`config.mk`:
```
export PLATFORM = sky130hd
export DESIGN_NAME = seg7_to_binary
export DESIGN_NICKNAME = d
export VERILOG_FILES = /design/src/rtl/seg7_to_binary.sv
export SDC_FILE = /design/constraint.sdc
export NUM_CORES = 1
export LEC_CHECK = 0
export BUFFER_PORTS_ARGS = -buffer_cell sky130_fd_sc_hd__clkbuf_2
export CORE_MARGIN = 1
export CORE_UTILIZATION = 50
export CTS_BUF_LIST = sky130_fd_sc_hd__clkbuf_16
export DETAILED_ROUTE_END_ITERATION = 8
export PLACE_DENSITY = 0.72
export SLEW_MARGIN = 5
export SYNTH_ARGS = -nofsm -noshare
export SYNTH_HDL_FRONTEND = slang
export SYNTH_SLANG_ARGS = --single-unit
```
`constraint.sdc`:
```
create_clock -name clk -period 1.7 [get_ports clk]
set_input_delay 0.085 -clock clk [delete_from_list [all_inputs] [get_ports clk]]
set_output_delay 0.085 -clock clk [all_outputs]
set_load 0.01 [all_outputs]
```
`src/rtl/seg7_to_binary.sv`:
```
// seg7_to_binary: recovers the binary value shown on DIGITS raw 7-segment
// patterns. Each pattern is decoded to a BCD digit and illegal patterns are
// flagged. The BCD is then converted to binary by an iterative reverse
// double-dabble that performs one shift/adjust step per clock.
//
// Ports:
//   clk, rst_n            rising-edge clock, asynchronous active-low reset
//   in_valid / in_ready   input handshake; seg_in digit k at [7k+6:7k] (abcdefg)
//   out_valid / out_ready output handshake
//   binary_out            converted value (BIN_W bits)
//   bcd_out               decoded BCD, digit k at [4k+3:4k]
//   err                   at least one digit held an illegal pattern
//
// Optional feature macro: SEG7_BLANK_LEADING_EN
//   When defined, a blank (0000000) digit other than digit 0 decodes as 0
//   provided every more-significant digit is also blank.
module seg7_to_binary #(
    parameter int unsigned DIGITS = 2,
    parameter int unsigned BIN_W  = 8
) (
    input  logic                  clk,
    input  logic                  rst_n,
    input  logic                  in_valid,
    output logic                  in_ready,
    input  logic [7*DIGITS-1:0]   seg_in,
    output logic                  out_valid,
    input  logic                  out_ready,
    output logic [BIN_W-1:0]      binary_out,
    output logic [4*DIGITS-1:0]   bcd_out,
    output logic                  err
);

    localparam int unsigned BCD_W  = 4 * DIGITS;
    localparam int unsigned WORK_W = BCD_W + BIN_W;
    localparam int unsigned CNT_W  = $clog2(BIN_W + 1);

    typedef enum logic [1:0] {
        ST_IDLE  = 2'd0,
        ST_SHIFT = 2'd1,
        ST_DONE  = 2'd2
    } state_t;

    state_t              state_q, state_d;
    logic                in_ready_q, in_ready_d;
    logic                out_valid_q, out_valid_d;
    logic [BIN_W-1:0]    binary_q, binary_d;
    logic [BCD_W-1:0]    bcd_q, bcd_d;
    logic                err_q, err_d;
    logic [WORK_W-1:0]   work_q, work_d;
    logic [CNT_W-1:0]    cnt_q, cnt_d;

    logic [BCD_W-1:0]    dec_bcd;
    logic                dec_err;
    logic [WORK_W-1:0]   work_step;

    // Strict segment decode: returns {illegal, digit}.
    function automatic logic [4:0] decode_seg(input logic [6:0] seg);
        logic [4:0] r;
        case (seg)
            7'b1111110: r = {1'b0, 4'd0};
            7'b0110000: r = {1'b0, 4'd1};
            7'b1101101: r = {1'b0, 4'd2};
            7'b1111001: r = {1'b0, 4'd3};
            7'b0110011: r = {1'b0, 4'd4};
            7'b1011011: r = {1'b0, 4'd5};
            7'b1011111: r = {1'b0, 4'd6};
            7'b1110000: r = {1'b0, 4'd7};
            7'b1111111: r = {1'b0, 4'd8};
            7'b1111011: r = {1'b0, 4'd9};
            default:    r = {1'b1, 4'd0};
        endcase
        return r;
    endfunction

    // One reverse double-dabble step: shift right, then pull any BCD digit >= 8 down by 3.
    function automatic logic [WORK_W-1:0] dd_step(input logic [WORK_W-1:0] w);
        logic [WORK_W-1:0] s;
        logic [3:0]        dg;
        s = w >> 1;
        for (int k = 0; k < int'(DIGITS); k++) begin
            dg = s[BIN_W + 4*k +: 4];
            if (dg >= 4'd8) begin
                s[BIN_W + 4*k +: 4] = dg - 4'd3;
            end
        end
        return s;
    endfunction

`ifdef SEG7_BLANK_LEADING_EN
    logic blank_above;
`endif

    // Decode every digit of the presented frame, most significant first.
    always_comb begin
        logic [4:0] r;
        logic [6:0] seg;
        dec_bcd = '0;
        dec_err = 1'b0;
`ifdef SEG7_BLANK_LEADING_EN
        blank_above = 1'b1;
`endif
        for (int k = int'(DIGITS) - 1; k >= 0; k--) begin
            seg = seg_in[7*k +: 7];
            r   = decode_seg(seg);
`ifdef SEG7_BLANK_LEADING_EN
            // Leading blanks stand for suppressed zeros; the ones digit must still show.
            if ((seg == 7'b0000000) && (k != 0) && blank_above) begin
                r = 5'b0;
            end
            blank_above = blank_above & (seg == 7'b0000000);
`endif
            dec_bcd[4*k +: 4] = r[3:0];
            dec_err           = dec_err | r[4];
        end
    end

    assign work_step = dd_step(work_q);

    // Next-state and registered-output logic.
    always_comb begin
        state_d   = state_q;
        binary_d  = binary_q;
        bcd_d     = bcd_q;
        err_d     = err_q;
        work_d    = work_q;
        cnt_d     = cnt_q;
        case (state_q)
            ST_IDLE: begin
                if (in_valid && in_ready_q) begin
                    if (dec_err) begin
                        err_d    = 1'b1;
                        bcd_d    = '0;
                        binary_d = '0;
                        state_d  = ST_DONE;
                    end else begin
                        err_d   = 1'b0;
                        bcd_d   = dec_bcd;
                        work_d  = {dec_bcd, BIN_W'(0)};
                        cnt_d   = '0;
                        state_d = ST_SHIFT;
                    end
                end
            end
            ST_SHIFT: begin
                work_d = work_step;
                cnt_d  = cnt_q + CNT_W'(1);
                if (cnt_q == CNT_W'(BIN_W - 1)) begin
                    binary_d = work_step[BIN_W-1:0];
                    state_d  = ST_DONE;
                end
            end
            ST_DONE: begin
                if (out_ready) begin
                    state_d = ST_IDLE;
                end
            end
            default: begin
                state_d = ST_IDLE;
            end
        endcase
        in_ready_d  = (state_d == ST_IDLE);
        out_valid_d = (state_d == ST_DONE);
    end

    always_ff @(posedge clk or negedge rst_n) begin
        if (!rst_n) begin
            state_q     <= ST_IDLE;
            in_ready_q  <= 1'b1;
            out_valid_q <= 1'b0;
            binary_q    <= '0;
            bcd_q       <= '0;
            err_q       <= 1'b0;
            work_q      <= '0;
            cnt_q       <= '0;
        end else begin
            state_q     <= state_d;
            in_ready_q  <= in_ready_d;
            out_valid_q <= out_valid_d;
            binary_q    <= binary_d;
            bcd_q       <= bcd_d;
            err_q       <= err_d;
            work_q      <= work_d;
            cnt_q       <= cnt_d;
        end
    end

    assign in_ready   = in_ready_q;
    assign out_valid  = out_valid_q;
    assign binary_out = binary_q;
    assign bcd_out    = bcd_q;
    assign err        = err_q;

endmodule

```
==> impl_results.md <==
- CTS root buf: clkbuf_16
- Synth area leaders: dfrtp_1 45%, nand2_1 5.9%, a22o_1 4.0%
- Die Ht: 67.8 um
- Initial DRT Pass Iterations: 4
- Largest net degree at the start of global routing: 41
- Post-synthesis compound-gate area fraction: 24.0%
- Mux cell area share after synthesis: 1.45%
- RePlAce Congestion: 0.835
- Initial antenna violation count: 0
- Site Rows: 23
- CP most frequent cell: buf_6
- Core area: 4090 sq um
- RSZ-0062 raised after global routing: yes
- Vias in the first global route: 1883
- Adder-Cell Fraction of Synth Area: 1.73%
- # DRC: 0
- Mapped Nets: 244
- Final worst slack: 53.0 ps
- Total chip power: 0.00246 W
- XOR/XNOR share of the synthesized area: 2.02%
- Post-layout util: 71.5%
- Iteration-0 DRC Markers: 167
- Yosys warnings: 0
- CP max stage cell: or4b_4
- CTS clk-pin slew, worst paths: 60 ps
- Layout cell share with drive strength beyond 1: 35.3%
- Max clock buf depth: 2
- DR vias: 2030
- Sink Count: 40
- Final Non-Filler Cells: 350
- First-pass GRT wire length: 8770 um
- Area added between synthesis and finish: 34.9%
- CP bufs+invs: 3
- Drt total wl: 5290 um
- Largest fanout on the critical path: 7
- PortBufs: 36
- Pre-CTS setup slack: -220 ps
- Power Dens Cells: 841 nW/um^2
- Max VDD drop: 0.604 mV
- Main combinational cell family by area after synthesis: compound AO/OA/AOI/OAI gates
- Most frequent cells after synthesis: 39 x dfrtp_1, 34 x nand2_1, 16 x o21ai_0
- Leak: 1.41 nW
- Post-DRT Antenna Nets: 0
- Register area share after synthesis: 46.3%
- Mean post-synth cell area: 9.71 sq um
- Worst Skew: 4.12 ps
- Critical path class: in2reg
- Initial core utilization: 53.0%
- Worst EP arrival: 1810 ps
- Critical path endpoint category: register
- Tcrit/Tclk final: 96.9%
- Status: complete, no violations
- Critical path's top delay family: simple AND/OR/NAND/NOR gates
- Hold Path Class: in2reg
- Worst Path Required: 1860 ps
- Min Tclk post-route: 1650 ps
- IO Pins: 37
- Number of synthesized flops with an enable pin: 0
- Critical path cell sequence: buf_6, or4b_4, a21oi_2, buf_4, o21ai_4, a221oi_4, buf_6, mux2i_2, nor2_1
- Critical Path Start Type: input port
- Area share of the largest cell type after synthesis: 45.1%
- Final net count: 320
- Die W: 67.8 um
- Final HPWL DP: 3760 um
- Synth unique cells: 55
- Asr flop ratio synth: 100%
- Post-CTS Setup Bufs: 0
- Slew @ Worst Pin: 501 ps
- #FFs+latches synth: 40
- Diodes inserted: 0
- DP Cell Count: 341
- Max Slew Vio Count: 0
- Wire length per cell: 15.1 um
- Post-Syn Instances: 223
- Gr usage total: 25.2%
- Most numerous cell in the Yosys netlist: dfrtp_1
- Worst skew pair latency: 280 ps
- Setup violators final: 0
- Slew headroom: 66.3%
- Synth Cell Area: 2160 sq um
- Vias per Instance: 5.80
- Main flop type after synthesis: dfrtp_1
- Die area: 4600 sq um
- # H-tree levels: 2
- Post-Synth Simple-Gate Area: 21.1%
- CTS tree: yes
- CTS Buf Count: 5
- Max Clk Rate: 607 MHz
- Hold violation count in the final report: 0
- Grt ovf: 0
- Cell taking the most area after synthesis: dfrtp_1
- Max-cap violations: 0
- Critical Path Max Stage Delay: 530 ps
[area by class of cell]
| cell class | instances | area, sq um |
|---|---|---|
| multi-input combinational | 166 | 1160 |
| fill | 302 | 1170 |
| timing repair buffer | 81 | 534 |
| inverter | 5 | 18.8 |
| clock inverter | 3 | 13.8 |
| tap | 50 | 62.6 |
| clock buffer | 5 | 125 |
| sequential | 40 | 1000 |
[worst paths after layout]
path | to | cells past startpoint | slack [ps] | from
setup / recovery | work_q[15] | 9 | 50 | seg_in[2]
setup reg to reg | work_q[15] | 6 | 90 | in_ready
max in group asynchronous | in_ready | 3 | 940 | rst_n
hold / removal | in_ready | 4 | 80 | in_valid
min in group asynchronous | bcd_out[1] | 3 | 400 | rst_n
hold reg to reg | bcd_out[3] | 2 | 470 | bcd_out[3]
[kinds of logic after synthesis]
kind of cell | count (synthesis)
AO/OA/AOI/OAI | 66
XOR/XNOR | 5
adder cells (fa/ha/maj) | 3
buffers and inverters | 17
flip-flops | 40
multiplexers | 3
AND/OR/NAND/NOR | 89
[metal layers]
metal / track usage, % / part of all wire, % / vias to the layer above
li1: - / - / 983
met1: 37.0 / 49 / 985
met2: 39.4 / 47 / 55
met3: 4.22 / 3.7 / 7
met4: 4.43 / 1.1 / 0
met5: 0 / 0 / -
[placed cells by master (no fill, tap or decap), types with 2 or more instances in the layout]
cell type  Yosys  layout
ha_1           3       3
o21ai_0       16      16
buf_6          1       3
a221o_1        4       4
o22ai_1        2       2
nor2_1        12      11
nor2_2         1       2
clkbuf_2       0      35
nor2b_1        3       3
nor3b_1        5       5
nand4_1        5       5
a21oi_1        7       7
nand2_1       34      34
a22o_1        10      10
a21o_1         2       2
dfrtp_1       39      39
nand2b_1       5       5
clkbuf_16      0       5
nand3_1        3       3
nand3b_1       2       2
nor3_1         6       4
xnor2_1        3       3
and3_1         3       3
nor3_2         0       2
or3_1          3       2
and4b_1        2       2
o31ai_1        5       4
o311ai_1       1       2
inv_1          5       5
clkinv_2       0       2
buf_4          0      42
xor2_1         2       2
[flip-flops by register name, summed over array words and instances, names as in the netlist]
| name | flops |
|---|---|
| state_q | 2 |
| err | 1 |
| out_valid | 1 |
| work_q | 15 |
| binary_out | 8 |
| in_ready | 1 |
| cnt_q | 4 |
| bcd_out | 8 |
[tightest hold or removal path: stages]
cell and delay, ps:
clkbuf_2 90, a21oi_1 60, nor2_1 80, a21oi_1 50
[power by group]
| group | total [W] | leakage, nW | internal [W] | switching (W) |
|---|---|---|---|---|
| Sequential | 0.00107 | 0.541 | 0.00102 | 0.0000492 |
| Clock | 0.000884 | 0.0710 | 0.000532 | 0.000351 |
| Combinational | 0.000506 | 0.798 | 0.000236 | 0.000270 |
| Total | 0.00246 | 1.41 | 0.00179 | 0.000670 |
[stage by stage]
step / instance area, sq um / TNS, ps / hold WS [ps]
after floorplan: 2200 / -38.9 / -211
after global placement: 2720 / -4920 / 166
after detailed placement: 2720 / -5780 / 173
after CTS: 2870 / 0 / 82.1
after global routing: 2920 / -28.1 / 129
final: 2920 / 0 / 82.6
[repair_timing]
item                       in CTS  in global routing
hold endpoints to repair       39                  0
hold buffers                    1                  0
setup endpoints to repair       0                 15
gates resized for setup         0                 12
Note: power is estimated with default switching activity, not from simulation.
